### config.mk
export PLATFORM = sky130hd
export DESIGN_NAME = mpm_port_driver
export DESIGN_NICKNAME = d
export VERILOG_FILES = /design/src/rtl/mpm_port_driver.sv
export SDC_FILE = /design/constraint.sdc
export NUM_CORES = 1
export LEC_CHECK = 0
export BUFFER_PORTS_ARGS = -buffer_cell sky130_fd_sc_hd__buf_2
export CORE_AREA = 2 2 261 263
export DETAILED_ROUTE_END_ITERATION = 7
export DIE_AREA = 0 0 263 265
export GPL_TIMING_DRIVEN = 1
export HOLD_SLACK_MARGIN = 0.06
export RECOVER_POWER = 100
export SLEW_MARGIN = 20
export SYNTH_ARGS = -nofsm -noshare
export SYNTH_HDL_FRONTEND = slang
export SYNTH_SLANG_ARGS = --single-unit
### constraint.sdc
create_clock -name clk -period 2.5 [get_ports clk]
set_input_delay 0.125 -clock clk [delete_from_list [all_inputs] [get_ports clk]]
set_output_delay 0.125 -clock clk [all_outputs]
set_load 0.01 [all_outputs]
### src/rtl/mpm_port_driver.sv
// mpm_port_driver: client-side initiator for the LVT multi-port memory.
// Each port takes read/write requests on a valid/ready channel and drives the
// memory's addr/en/d buses. Read data comes back from q after READ_LATENCY
// cycles and goes into a per-port response FIFO, which the consumer drains on
// a valid/ready channel. A per-port credit counter ensures a read is only
// issued when its FIFO slot is reserved, so returning data is never dropped.
// Same-cycle address collisions are resolved with fixed priority: the lower
// port index wins, and the higher port retries on the next cycle.
//
// Optional feature macro: MPM_DRIVER_STATS_EN
//   defined   -> per-port saturating 16-bit collision-stall counters
//   undefined -> stall_count is tied to zero
module mpm_port_driver #(
  parameter int WIDTH        = 32,
  parameter int DEPTH        = 256,
  parameter int PORTS        = 4,
  parameter int READ_LATENCY = 1
) (
  input  logic                            clk,
  input  logic                            rst,
  input  logic [PORTS-1:0]                req_valid,
  output logic [PORTS-1:0]                req_ready,
  input  logic [PORTS-1:0]                req_write,
  input  logic [PORTS*$clog2(DEPTH)-1:0]  req_addr,
  input  logic [PORTS*WIDTH-1:0]          req_data,
  output logic [PORTS-1:0]                rsp_valid,
  input  logic [PORTS-1:0]                rsp_ready,
  output logic [PORTS*WIDTH-1:0]          rsp_data,
  output logic [PORTS*$clog2(DEPTH)-1:0]  mem_addr,
  output logic [PORTS-1:0]                mem_en,
  output logic [PORTS*WIDTH-1:0]          mem_d,
  input  logic [PORTS*WIDTH-1:0]          mem_q,
  output logic [PORTS*16-1:0]             stall_count
);

  localparam int AW = $clog2(DEPTH);
  // Response FIFO depth: covers every read in flight plus two queued entries.
  localparam int R  = READ_LATENCY + 2;
  localparam int PW = $clog2(R);
  localparam int CW = $clog2(R + 1);

  // Advance a circular FIFO pointer. R need not be a power of two.
  function automatic logic [PW-1:0] f_ptr_next(input logic [PW-1:0] p);
    return (p == PW'(R - 1)) ? '0 : p + 1'b1;
  endfunction

  // Increment a 16-bit counter and hold it at all-ones.
  function automatic logic [15:0] f_sat_inc16(input logic [15:0] v);
    return (v == 16'hFFFF) ? v : v + 16'd1;
  endfunction

  logic [PORTS-1:0]        w_collide;
  logic [PORTS-1:0]        w_issue;
  logic [PORTS-1:0]        w_rd_issue;
  logic [PORTS-1:0]        w_push;
  logic [PORTS-1:0]        w_pop;

  logic [READ_LATENCY-1:0] r_rd_vld_p [PORTS];
  logic [CW-1:0]           r_credit   [PORTS];
  logic [CW-1:0]           r_count    [PORTS];
  logic [PW-1:0]           r_wptr     [PORTS];
  logic [PW-1:0]           r_rptr     [PORTS];
  logic [WIDTH-1:0]        r_fifo     [PORTS][R];

  // Collision detection and issue arbitration. Ports are resolved in index
  // order so that port k sees the final issue decisions of all ports below it.
  always_comb begin
    w_collide = '0;
    w_issue   = '0;
    req_ready = '0;
    for (int k = 0; k < PORTS; k++) begin
      for (int j = 0; j < k; j++) begin
        if (w_issue[j] &&
            (req_addr[j*AW +: AW] == req_addr[k*AW +: AW]) &&
            (req_write[j] || req_write[k])) begin
          w_collide[k] = 1'b1;
        end
      end
      req_ready[k] = !rst && !w_collide[k] &&
                     (req_write[k] || (r_credit[k] != '0));
      w_issue[k]   = req_valid[k] && req_ready[k];
    end
  end

  // The memory address and data buses follow the request channel directly.
  // Only writes pulse the enable.
  always_comb begin
    mem_addr   = req_addr;
    mem_d      = req_data;
    mem_en     = w_issue & req_write;
    w_rd_issue = w_issue & ~req_write;
  end

  // Response channel view: the FIFO head plus push and pop strobes.
  always_comb begin
    rsp_valid = '0;
    rsp_data  = '0;
    w_push    = '0;
    w_pop     = '0;
    for (int k = 0; k < PORTS; k++) begin
      rsp_valid[k]              = (r_count[k] != '0);
      rsp_data[k*WIDTH +: WIDTH] = r_fifo[k][r_rptr[k]];
      w_push[k]                 = r_rd_vld_p[k][READ_LATENCY-1];
      w_pop[k]                  = rsp_valid[k] && rsp_ready[k];
    end
  end

  // Read pipeline: a valid bit walks READ_LATENCY stages and marks when q is due.
  always_ff @(posedge clk) begin
    for (int k = 0; k < PORTS; k++) begin
      if (rst) begin
        r_rd_vld_p[k] <= '0;
      end else begin
        r_rd_vld_p[k][0] <= w_rd_issue[k];
        for (int s = 1; s < READ_LATENCY; s++) begin
          r_rd_vld_p[k][s] <= r_rd_vld_p[k][s-1];
        end
      end
    end
  end

  // Credit counters: a read issue reserves a FIFO slot and a pop releases one.
  always_ff @(posedge clk) begin
    for (int k = 0; k < PORTS; k++) begin
      if (rst) begin
        r_credit[k] <= CW'(R);
      end else begin
        case ({w_rd_issue[k], w_pop[k]})
          2'b10:   r_credit[k] <= r_credit[k] - CW'(1);
          2'b01:   r_credit[k] <= r_credit[k] + CW'(1);
          default: r_credit[k] <= r_credit[k];
        endcase
      end
    end
  end

  // FIFO control: pointers and occupancy. Reset discards queued responses.
  always_ff @(posedge clk) begin
    for (int k = 0; k < PORTS; k++) begin
      if (rst) begin
        r_wptr[k]  <= '0;
        r_rptr[k]  <= '0;
        r_count[k] <= '0;
      end else begin
        if (w_push[k]) r_wptr[k] <= f_ptr_next(r_wptr[k]);
        if (w_pop[k])  r_rptr[k] <= f_ptr_next(r_rptr[k]);
        case ({w_push[k], w_pop[k]})
          2'b10:   r_count[k] <= r_count[k] + CW'(1);
          2'b01:   r_count[k] <= r_count[k] - CW'(1);
          default: r_count[k] <= r_count[k];
        endcase
      end
    end
  end

  // FIFO storage: capture q when a read exits the pipeline. Credits guarantee
  // a free slot, so the push is never blocked.
  always_ff @(posedge clk) begin
    for (int k = 0; k < PORTS; k++) begin
      if (w_push[k]) begin
        r_fifo[k][r_wptr[k]] <= mem_q[k*WIDTH +: WIDTH];
      end
    end
  end

`ifdef MPM_DRIVER_STATS_EN
  logic [15:0] r_stall [PORTS];

  // Stall statistics: count every cycle a port presents a request but is held
  // off by a lower-index port.
  always_ff @(posedge clk) begin
    for (int k = 0; k < PORTS; k++) begin
      if (rst) begin
        r_stall[k] <= '0;
      end else if (req_valid[k] && w_collide[k]) begin
        r_stall[k] <= f_sat_inc16(r_stall[k]);
      end
    end
  end

  // Pack the counters onto the output bus.
  always_comb begin
    stall_count = '0;
    for (int k = 0; k < PORTS; k++) begin
      stall_count[k*16 +: 16] = r_stall[k];
    end
  end
`else
  assign stall_count = '0;
`endif

endmodule
After elaboration in Yosys (flattened, before gate mapping)
Memory sizes are Yosys's and may differ from the RTL's.
Index checks and enable logic that the tools add are counted.

storage, ports and cells
  register bits = 0
  memory bits (writable) = 420
  input port bits = 302
  output and inout port bits = 364
  memories kept = 6

operators by class
  add/sub/neg operators = 24
  magnitude comparators = 12
  eq/ne operators = 30
  mux-type cells = 173
  bitwise gates (word level) = 47
  reductions and logical operators = 61

memory list
  memory      depth  bits a word  rd ports  clocked after Yosys merged registers in  write ports  RTL line  text
  r_fifo      4      96           4         0                                        4            63        logic [WIDTH-1:0] r_fifo [PORTS][R];
  r_count     4      2            4         0                                        4            60        logic [CW-1:0] r_count [PORTS];
  r_credit    4      2            4         0                                        4            59        logic [CW-1:0] r_credit [PORTS];
  r_rptr      4      2            4         0                                        4            62        logic [PW-1:0] r_rptr [PORTS];
  r_wptr      4      2            4         0                                        4            61        logic [PW-1:0] r_wptr [PORTS];
  r_rd_vld_p  4      1            4         0                                        4            58        logic [READ_LATENCY-1:0] r_rd_vld_p [PORTS];

operators by type and width
  kind                                                 count
  2-to-1 mux 32 bit                                    12
  2-to-1 mux 96 bit                                    4
  binary-select mux 32 bit (select 2 bit)              4
  demux 32 bit (select 2 bit)                          4
  2-to-1 mux 1 bit                                     109
  2-to-1 mux 2 bit                                     40
  == test 8 bit                                        6
  bitwise OR 1 bit                                     36
  adder 2 x 1 -> 2 bit (second input constant)         16
  == test 2 bit (second input constant)                16
  logical AND 1 bit                                    31
  >= comparator 3 bit (second input constant)          8
  NOT 2 -> 3 bit                                       8
  == test 2 x 1 -> 1 bit (second input constant)       8
  nonzero test 2 bit                                   8
  OR reduction 2 bit                                   8
  subtractor 2 x 1 -> 2 bit (second input constant)    8
  < comparator 3 x 1 -> 1 bit (second input constant)  4
  logical OR 1 bit                                     10
  AND 4 bit                                            2
  zero test 1 bit                                      4
  NOT 4 bit                                            1

Depth between registers and ports, before layout
An unclocked memory read counts as a cell.

  depth after elaboration = 34
  gate-level depth with buffers = 12
  gate-level depth less buffers = 12

Worst setup path after synthesis
OpenSTA, ideal clock, no wires.

  path kind = flip-flop to flip-flop
  from = mem r_credit[0][0] (netlist name)
  to = mem r_credit[2][0] (netlist name), enable pin
  library setup time = 327 ps
  data arrival time = 2,326 ps
  setup slack = -153 ps
  stages on the path, launching flop included = 10
  period minus slack after synthesis = 2,653 ps
  cell sequence = edfxtp_1 inv_1 ha_1 or2b_4 nand2_4 nor4_2 or3_1 or4b_1 ha_1 o21ai_0

RTL lines
  what             RTL line
  start, declared  59

==> out/metrics.yaml <==
cap_viol_max_count: 0
dr_wl_met3_um: 3390
syn_area_per_cell_um2: 13.8
totalWireLength_um: 47900
slew_violations: 0
numPortBuffers: 345
insertion_delay_ns: 0.58
hpwl_um: 32400
grt-ovfl-total: 0
nets: 2088
die_y_um: 265
finalWeightedCongestion: 0.851
routed_via_density: 4.35
utilization_pct: 35.3
initial_utilization_pct: 28.4
routedWlPerCell_um: 18.0
ant_nets: 0
hold_viol: 0
async_flop_share_pct: 0
wl_met2_um: 24400
crit_path_max_fanout: 4
worst_slack_ns: -0.258
power.leakage_uw: 0.00844
seq_area_mm2: 0.0126
cts.sinks: 420
htreeDepth: 2
status: "finished with violations"
worst_pin_slew_ns: 0.627
coreArea_mm2: 0.0668
cp_slowest_cell: "or4b_4"
max_stage_delay_ns: 0.51
syn2layout_area_growth_pct: 24.4
setup_viol: 12
period_needed_ns: 2.76
violations: "negative setup slack"
cts_tree: "yes"
crit_family: "simple AND/OR/NAND/NOR gates"
cp.arrival_ns: 3.06
fmax_ghz: 0.363
clk_pin_slew_ns: 0.06
grt_start_max_net_pins: 35
total_power_uw: 17000
ys_top_cells_by_area: "edfxtp_1 (66%), buf_4 (8.9%), mux2i_1 (6.8%), o21ai_0 (3.6%), nand2_1 (2.9%)"
num_io_pins: 666
fillers: 6529
synth-edff-count: 416
path_cells: "inv_2 -> ha_2 -> or2b_4 -> nand2_4 -> nor4_4 -> or3_4 -> or4b_4 -> ha_4 -> nor2_2 -> nor3_2 -> o21ai_1"
drtIter0Drc: 614
rows: 95
cts_inserted_buffers: 47
synth_top_area_cell: "edfxtp_1"
cts.root.buffer_cell: "clkbuf_16"
crit_path_end_kind: "flop"
vdd_drop_max_uv: 427
power.density_mw_per_mm2: 719
required_ns: 2.80
clockBufferDepth: 3
grt_pass1_vias: 12003
rsz0062_at_grt: "yes"
grt_pass1_wl_um: 71200
slew-limit-headroom_pct: 58.2
dr_total_vias: 11599
top_layer: "met4"
finClkSkew_ns: 0.0202
ys_seq_area_share_pct: 66.3
antenna_found_initial: 5
synth_area_mm2: 0.0189
dr.pass1.iters: 4
drcViolationCount: 0
layout-drive-gt1-share_pct: 20.3
grt_use_total_pct: 13.3
critPathKind: "reg2reg"
multi_input_area_mm2: 0.00478
synth-seq-cells: 420
die_x_um: 263
fin_crit_sh_pct: 110
synth_cell_types: 51
dieArea_mm2: 0.0697
crit_buf_inv: 1
ys_warn_count: 0
ys.flop_type: "edfxtp_1"
start_kind: "flop"
met1_length_um: 17700
netlist_instances: 1372
synthDominantCellAreaShare_pct: 65.9
hold_class: "in2reg"
## cells in the final DEF, fill, tap and decap left out, drive strengths merged, types with 3 or more instances in the layout
master,Yosys,routed
or3,4,4
and2,14,14
clkbuf,33,212
diode,0,6
buf,238,237
conb,1,64
or2,4,4
nand4,8,8
clkinv,0,19
o22ai,3,3
xor2,23,23
nand2b,7,7
o211ai,3,3
nor3,15,15
edfxtp,416,416
nor4b,8,8
a21oi,4,4
dfxtp,4,4
nor2,23,23
inv,44,51
clkinvlp,0,3
nand3,5,5
nor4,18,18
o21ai,137,137
dlygate4sd3,0,138
xnor2,23,23
ha,38,38
mux2i,129,129
nand2,149,149
bufinv,0,6
## tightest hold or removal path: stages
cell,delay [ns]
buf_2,0.10
nand2_1,0.25
nor4_1,0.08
## through the flow
stage / instances / hold slack (ns) / setup WS, ns / area, um^2 / TNS, ns
4_1_cts: 2656 / 0.111 / -0.219 / 23700 / -1.99
3_3_place_gp: 2428 / 0.250 / -0.148 / 20600 / -0.658
2_1_floorplan: 1435 / 0.197 / -0.0682 / 19200 / -0.0920
3_5_place_dp: 2428 / 0.250 / -0.211 / 20600 / -1.19
6_report: 2665 / 0.145 / -0.258 / 23600 / -1.74
5_1_grt: 2664 / 0.170 / -0.369 / 23600 / -3.41
## worst paths after layout
| path | startpoint | to | slack, ns | depth (start not counted) |
|---|---|---|---|---|
| max | r_credit[0][1] | r_credit[2][1] | -0.26 | 11 |
| min | rsp_ready[1] | r_rptr[1][0] | 0.15 | 3 |
| max reg2reg | r_credit[0][1] | r_credit[2][1] | -0.26 | 11 |
| min reg2reg | r_count[1][0] | r_count[1][0] | 0.56 | 1 |
## registers in the layout (all words and copies together) (netlist names)
register / count
r_rd_vld_p: 4
r_fifo: 384
r_wptr: 8
r_count: 8
r_rptr: 8
r_credit: 8
## repair_timing
item / CTS / global route
hold buffers: 138 / 0
buffers inserted: 3 / 3
resized for setup: 27 / 11
endpoints found under the setup margin: 13 / 16
endpoints found under the hold margin: 398 / 0
pin swaps: 15 / 9
## report_power, final
part,total (uW),switching [uW],internal [uW]
registers,7960,58.8,7900
logic,2010,1200,811
clock network,6990,2870,4120
total,17000,4120,12800
## cells in the mapped netlist (14+ instances only)
cell        n
clkbuf_1   33
and2_1     14
nor4_1     15
nor3_1     15
edfxtp_1  416
o21ai_0   137
nor2_1     23
xnor2_1    23
nand2_1   148
ha_1       38
buf_4     224
inv_1      44
xor2_1     23
mux2i_1   129
## routing by layer
metal / up-vias / track usage, %
met5: - / 0.347
met4: 0 / 7.80
met3: 163 / 3.68
met2: 415 / 23.3
met1: 5600 / 14.3
li1: 5421 / -
## layout make-up
cell class	instances	area share (%)
multi-input cells	700	20.3
flip-flops and latches	420	53.3
inverters	44	0.701
clock buffers	52	5.07
diodes	6	0.0637
well taps	873	4.63
repair buffers	535	14.3
clock inverters	35	1.62
## cells by family after synthesis
family | after synthesis | share of synthesized area (%)
AOI/OAI and AO/OA | 153 | 4.37
DFF | 420 | 66.3
muxes | 130 | 6.87
adders and majority gates | 38 | 2.51
other | 1 | 0.0198
and+or+nand+nor | 269 | 6.99
buffers and inverters | 315 | 10.8
xor gates and xnor gates | 46 | 2.13
No activity file was read; power rests on OpenSTA's default activity.
